File: src/rtl/cu_pkg.sv
// cu_pkg: shared unit IDs, control-word field positions, states and opcodes for control_unit.
package cu_pkg;
    localparam logic [4:0] ID_A = 5'd0, ID_B = 5'd1, ID_R0 = 5'd2, ID_R1 = 5'd3;
    localparam logic [4:0] ID_IR0 = 5'd4, ID_IR1 = 5'd5;
    localparam logic [4:0] ID_PORTA = 5'd6, ID_PORTB = 5'd7, ID_PORTC = 5'd8, ID_PORTD = 5'd9;
    localparam logic [4:0] ID_AR0 = 5'd10, ID_AR1 = 5'd11, ID_PC0 = 5'd12, ID_PC1 = 5'd13;
    localparam logic [4:0] ID_SP0 = 5'd14, ID_SP1 = 5'd15, ID_M = 5'd16;

    localparam logic [1:0] AMID_PC = 2'd0, AMID_AR = 2'd1, AMID_SP = 2'd2, AMID_R0R1 = 2'd3;

    localparam int ALU_LSB = 53, MID_LSB = 48, SID_LSB = 43, AMID_LSB = 41;
    localparam int OE_AR_BIT = 40, OE_PC_BIT = 39, OE_SP_BIT = 38, OE_R0R1_BIT = 37;
    localparam int OE_SR_BIT = 36, OE_ALU_BIT = 35, PC_INR_BIT = 34;
    localparam int OE_LSB = 17, WE_LSB = 0;

    typedef enum logic [2:0] {
        S_F0   = 3'd0,
        S_F1   = 3'd1,
        S_F2   = 3'd2,
        S_F3   = 3'd3,
        S_DEC  = 3'd4,
        S_EX   = 3'd5,
        S_HALT = 3'd6
    } state_t;

    localparam logic [2:0] CL_MOVI = 3'd0, CL_MOV = 3'd1, CL_ALU = 3'd2, CL_LDAR = 3'd3;
    localparam logic [7:0] OP_HLT = 8'hFF;

    function automatic logic valid_id(input logic [4:0] id);
        return id <= ID_M;
    endfunction
endpackage

File: src/rtl/cu_id_decode.sv
// cu_id_decode: maps a unit ID to a one-hot enable vector (bit 16-k for ID k); invalid IDs give 0.
module cu_id_decode
    import cu_pkg::*;
(
    input  logic [4:0]  id,
    input  logic        en,
    output logic [16:0] hot
);
    assign hot = (en && valid_id(id)) ? 17'd1 << (ID_M - id) : 17'd0;
endmodule

File: src/rtl/control_unit.sv
// control_unit: hardwired fetch/decode/execute microsequencer driving the CPU control bus.
module control_unit
    import cu_pkg::*;
(
    input  logic        clk,
    input  logic        reset,
    input  logic [7:0]  ir0,
    input  logic [7:0]  ir1,
    output logic [63:0] control_bus,
    output logic        halt,
    output logic [2:0]  state
);
    state_t      cur, nxt;
    logic        armed;
    logic [2:0]  cls;
    logic [4:0]  d, s, src_id, dst_id;
    logic        fetch, is_ex, movi_ok, mov_ok, alu, ldar, mem, src_en, dst_en;
    logic [16:0] oe_hot, we_hot;
    logic [63:0] word;
    logic        unused_ir1;

    assign cls = ir0[7:5];
    assign d = ir0[4:0];
    assign s = ir1[4:0];
    assign unused_ir1 = ^ir1[7:5];

    // armed is clear for one edge after reset so the first F0 word follows release
    always_comb begin
        nxt = S_F0;
        if (armed)
            case (cur)
                S_F0:    nxt = S_F1;
                S_F1:    nxt = S_F2;
                S_F2:    nxt = S_F3;
                S_F3:    nxt = S_DEC;
                S_DEC:   nxt = (ir0 == OP_HLT) ? S_HALT : S_EX;
                S_EX:    nxt = S_F0;
                default: nxt = S_HALT;
            endcase
    end

    assign fetch = nxt inside {S_F0, S_F1, S_F2, S_F3};
    assign is_ex = nxt == S_EX;
    assign movi_ok = is_ex && cls == CL_MOVI && valid_id(d);
    assign mov_ok = is_ex && cls == CL_MOV && valid_id(s) && valid_id(d);
    assign alu = is_ex && cls == CL_ALU;
    assign ldar = is_ex && cls == CL_LDAR;
    assign mem = (movi_ok && d == ID_M) || (mov_ok && (s == ID_M || d == ID_M));
    assign src_en = fetch || movi_ok || mov_ok || ldar;
    assign src_id = fetch ? ID_M : mov_ok ? s : ID_IR1;
    assign dst_en = nxt == S_F1 || nxt == S_F3 || movi_ok || mov_ok || alu || ldar;
    assign dst_id = nxt == S_F1 ? ID_IR0 : nxt == S_F3 ? ID_IR1 : alu ? ID_A : ldar ? ID_AR0 : d;

    cu_id_decode u_src (.id(src_id), .en(src_en), .hot(oe_hot));
    cu_id_decode u_dst (.id(dst_id), .en(dst_en), .hot(we_hot));

    always_comb begin
        word = '0;
        word[ALU_LSB +: 5] = alu ? d : 5'd0;
        word[MID_LSB +: 5] = movi_ok ? ID_IR1 : mov_ok ? s : 5'd0;
        word[SID_LSB +: 5] = (movi_ok || mov_ok) ? d : ldar ? ID_AR0 : 5'd0;
        word[AMID_LSB +: 2] = mem ? AMID_AR : AMID_PC;
        word[OE_AR_BIT] = mem;
        word[OE_PC_BIT] = fetch;
        word[OE_ALU_BIT] = alu;
        word[PC_INR_BIT] = nxt == S_F1 || nxt == S_F3;
        word[OE_LSB +: 17] = oe_hot;
        word[WE_LSB +: 17] = we_hot;
    end

    always_ff @(negedge clk) begin
        if (!reset) begin
            cur <= S_F0;
            armed <= 1'b0;
            control_bus <= '0;
        end else begin
            cur <= nxt;
            armed <= 1'b1;
            control_bus <= word;
        end
    end

    assign halt = cur == S_HALT;
    assign state = cur;
endmodule
File: config.mk
export PLATFORM = sky130hd
export DESIGN_NAME = control_unit
export DESIGN_NICKNAME = d
export VERILOG_FILES = /design/src/rtl/cu_pkg.sv /design/src/rtl/cu_id_decode.sv /design/src/rtl/control_unit.sv
export SDC_FILE = /design/constraint.sdc
export NUM_CORES = 1
export LEC_CHECK = 0
export BUFFER_PORTS_ARGS = -buffer_cell sky130_fd_sc_hd__buf_2
export CAP_MARGIN = 20
export CELL_PAD_IN_SITES_DETAIL_PLACEMENT = 0
export CELL_PAD_IN_SITES_GLOBAL_PLACEMENT = 1
export CORE_AREA = 2 2 79 81
export CTS_BUF_LIST = sky130_fd_sc_hd__clkbuf_8
export DETAILED_ROUTE_END_ITERATION = 16
export DIE_AREA = 0 0 81 83
export PLACE_DENSITY = 0.88
export SYNTH_ARGS = -nofsm -noshare
export SYNTH_HDL_FRONTEND = slang
export SYNTH_SLANG_ARGS = --single-unit
File: constraint.sdc
create_clock -name clk -period 6.3 [get_ports clk]
set_input_delay 0.315 -clock clk [delete_from_list [all_inputs] [get_ports clk]]
set_output_delay 0.315 -clock clk [all_outputs]
set_load 0.005 [all_outputs]
# Word-level counts from Yosys, hierarchy flattened

Cells that the tools add are included.

Flip-flop bits (word level): 68
Word-level logic and storage cells: 79
Latch bits: 0
Memory bits (read-only): 0
Input port bits: 18
Output and inout port bits: 68
Memories: 0
Bits in writable memories: 0

Bitwise logic cells: 2
$add $sub $neg: 2
Divide/modulo/power cells: 0
Muxes and demuxes: 15
Reductions and logical operators: 30
$lt $le $gt $ge: 4
Equal/unequal tests: 16
Multiply operators: 0
Shift operators: 2

Operators with widths:

| cell                   | number |
|---|---|
| $mux W5                | 9 |
| $shl A1 B5 Y17 const A | 2 |
| $le A5 B5 Y1 const B   | 4 |
| $eq A3 B2 Y1 const B   | 6 |
| $pmux W3 S6            | 1 |
| $eq A3 B3 Y1 const B   | 4 |
| $logic_and A1 B1 Y1    | 11 |
| $logic_or A1 B1 Y1     | 11 |
| $eq A5 B5 Y1 const B   | 2 |
| $sub A5 B5 Y5 const A  | 2 |
| $eq A3 B1 Y1 const B   | 3 |
| $logic_not A3 Y1       | 3 |
| $eq A8 B8 Y1 const B   | 1 |
| $reduce_and A2 Y1      | 3 |
| $mux W4                | 1 |
| $reduce_bool A4 Y1     | 1 |
| $mux W3                | 1 |
| $reduce_or A3 Y1       | 1 |
| $mux W1                | 2 |
| $mux W2                | 1 |
| $not A1 Y1             | 2 |

# Depth between registers and ports, before layout

Word-level depth: 13
Gate-level depth with buffers: 11
Mapped depth without buffers: 9

# Cells and area by module

A second synthesis with hierarchy kept.

Cells, all modules: 257
Area total of the unflattened synthesis: 2601.2 µm²

By module, submodules not included:

| module       | cells an instance | area an instance (µm²) | seq. area each (µm²) | times used |
|---|---|---|---|---|
| control_unit | 193               | 2020.7                 | 1141.1               | 1 |
| cu_id_decode | 32                | 290.3                  | 0.0                  | 2 |

==> flow_metrics.py <==
metrics = {
    "finish": {
        "diodes": 0,
        "syn_to_final_growth_pct": 32.0,
        "final_cell_mix": "72 x buf_2, 60 x inv_1, 57 x dfxtp_1, 19 x nor3_1, 16 x nor2_1",
        "nNetsFinal": 381,
        "multi_input_area_mm2": 0.00108,
        "nFillCells": 576,
        "register_area_mm2": 0.00114,
        "drive_gt1_frac": 0.290,
        "final_common_cell": "buf_2",
    },
    "clock_network": {
        "clockRootBuffer": "clkbuf_8",
        "clk_latency_ns": 0.38,
        "clk_pin_slew_worst_paths_ns": 0.05,
        "cts_resized": 0,
        "cts_tree": "built",
        "ctsHtreeMaxLevel": 3,
        "clock-sinks": 57,
        "postCtsSetupBuffers": 0,
        "clockBufferDepth": 2,
        "cts_hold_buf": 0,
        "numCtsBuffers": 9,
    },
    "setup_path": {
        "cp_slowest_cell": "o41ai_4",
        "critPathMaxStageDelay_ns": 0.42,
        "rr_startpoint": "state[1]",
        "cp_max_fo": 10,
        "cp.required_ns": 3.44,
        "path_cells": "buf_2, o41ai_4, nand3_2, nor3_1, nor2_1, ha_1, nand2b_1, nor2_1, and3_1, nor3b_1",
        "r2r-end": "control_bus[29]",
        "cpMostUsedCell": "nor2_1",
        "reg2regPathDepth": 9,
        "crit_arrival_ns": 2.80,
        "worstSetupPathType": "input pin to flip-flop",
        "endpoint_kind": "flip-flop",
        "start_kind": "input pin",
        "reg2reg_slack_ns": 3.52,
    },
    "logic_synthesis": {
        "synth_top_area_cell": "dfxtp_1",
        "synth_top_family_by_area": "simple AND/OR/NAND/NOR gates",
        "async_flop_share": 0,
        "yosysWarningCount": 0,
        "synth_fa_ha_area_frac": 0.0106,
        "synth_seq_area_share": 0.485,
        "synth-simple-area-share": 0.278,
        "muxShareOfSynthArea": 0.00426,
        "ys_types": 51,
        "ys_ff_latch": 57,
        "synthXorXnorAreaFrac": 0.0112,
        "synth_compound_area_frac": 0.140,
        "netlist.area_leader.share": 0.485,
        "synth_area_leaders": "dfxtp_1 49%, nor3_1 4.0%, buf_4 3.5%",
        "syn_inst": 230,
        "synth-edff-count": 0,
        "synth_area_mm2": 0.00235,
        "syn_area_per_cell_um2": 10.2,
        "synthFlopType": "dfxtp_1",
    },
    "floorplan": {
        "dieArea_mm2": 0.00672,
        "die_h_um": 83,
        "die_w_um": 81,
        "core_area_mm2": 0.00582,
        "ios": 86,
        "start_util": 0.404,
        "rows": 28,
    },
    "hold_path": {
        "hold_start": "armed",
        "hold-path-cell-count": 2,
        "hold_class": "flip-flop to flip-flop",
        "min_to": "state[1]",
    },
    "timing": {
        "skew_ns": 0.0151,
        "grt_setup_unrepaired": "false",
        "setup_viol": 0,
        "final-hold-violation-count": 0,
        "whs_ns": 0.622,
        "setup_tns_ns": 0,
        "worst_slew_pin_slew_ns": 0.648,
        "maxSlewViolCount": 0,
        "relSlewSlack": 0.566,
        "worst_slack_ns": 0.640,
    },
    "placement": {
        "port_buffers": 72,
        "pre_cts_ws_ns": 0.316,
        "dp_hpwl_um": 4080,
        "globalplace.congestion": 0.857,
    },
    "route": {
        "routed_wirelength_um": 5840,
        "postRouteAntennaNets": 0,
        "wire_per_inst_um": 13.3,
        "vias_per_cell": 4.97,
        "drtIter0Drc": 89,
        "via_count": 2190,
        "drt-pass1-iter-count": 4,
        "drcViolationCount": 0,
    },
    "status": {
        "run_status": "finished clean",
    },
    "global_routing": {
        "grt.total_usage": 0.184,
        "grt_pass1_wl_um": 9640,
        "grt_pass1_vias": 2264,
        "grt_max_degree": 19,
        "grt_overflow": 0,
        "grt_antenna_before_repair": 0,
    },
    "power": {
        "leakage_nw": 1.63,
        "powerDensity_mw_per_mm2": 288,
        "vdd_drop_max_mv": 0.143,
    },
    "run": {
        "maxCapViolations": 0,
    },
}
## routing by layer
| layer | up-vias | global-route usage | wire, µm |
|---|---|---|---|
| met2 | 80 | 0.285 | 2930 |
| met5 | - | 0 | 0 |
| li1 | 1066 | - | - |
| met4 | 0 | 0.117 | 99 |
| met1 | 1031 | 0.189 | 2420 |
| met3 | 13 | 0.103 | 398 |
## Yosys cell counts (2+ instances only)
master / count
o21ai_1: 2
nand2_1: 9
and2_1: 9
buf_4: 11
o31a_1: 2
nand3_1: 3
o21ai_0: 2
and3_2: 2
nor3b_1: 2
nand2b_1: 8
clkbuf_1: 2
xnor2_1: 2
nor3_1: 19
ha_1: 2
o2111a_1: 2
and3_1: 6
and2_2: 2
a21oi_1: 8
or2b_1: 2
inv_1: 3
nand4_1: 2
a211oi_1: 6
nor2_1: 16
nor4_1: 8
o21a_1: 6
dfxtp_1: 57
buf_6: 5
o41ai_4: 2
nor2b_1: 8
## critical path: cells and delay by family
kind	cells	cell delay, ns
compound gates	1	0.42
fa+ha+maj	1	0.31
simple gates	7	1.60
buf+inv	1	0.16
## registers in the layout, summed over array words and instances (netlist names)
name,cells
armed,1
control_bus,53
state,3
## where the power goes
group          total (mW)  internal (mW)  switching (mW)
combinational      0.0546         0.0194          0.0351
clock               0.470          0.229           0.241
sequential          0.370          0.367         0.00305
total               0.895          0.615           0.279
## cells by family (layout without fill, tap and decap cells)
group                    Yosys count  in the layout
AO/OA/AOI/OAI                     37             37
XOR/XNOR                           3              3
adder cells (fa/ha/maj)            2              2
buffers and inverters             22            149
flip-flops                        57             57
multiplexers                       1              1
other                              1             10
AND/OR/NAND/NOR                  107            107
## layout make-up
type / instances / share of cell area
Clock inverter: 64 / 0.0907
Timing Repair Buffer: 74 / 0.121
Tap cell: 75 / 0.0302
Clock buffer: 9 / 0.0399
Multi-Input combinational cell: 160 / 0.349
Inverter: 2 / 0.00242
Sequential cell: 57 / 0.367
## worst max-delay path by stage
| stage | from | cells past startpoint | slack [ns] | endpoint |
|---|---|---|---|---|
| global route | ir0[2] | 10 | 0.40 | control_bus[32] |
| finish | ir0[2] | 10 | 0.64 | control_bus[29] |
| global placement | ir0[2] | 10 | 0.37 | control_bus[29] |
| floorplan | ir1[3] | 11 | 0.79 | control_bus[29] |
| CTS | ir0[2] | 10 | 0.66 | control_bus[29] |
| detailed placement | ir0[2] | 10 | 0.32 | control_bus[29] |
## per-stage QoR
| step | cells | utilization | cell area (µm²) | power, mW |
|---|---|---|---|---|
| 2_1_floorplan | 239 | - | 2390 | 0.469 |
| 3_3_place_gp | 369 | 0.465 | 2700 | 0.484 |
| 3_5_place_dp | 369 | 0.465 | 2700 | 0.484 |
| 4_1_cts | 441 | 0.534 | 3110 | 0.913 |
| 5_1_grt | 441 | 0.534 | 3110 | 0.965 |
| 6_report | 441 | 0.534 | 3110 | 0.895 |
No activity file was read; power rests on OpenSTA's default activity.
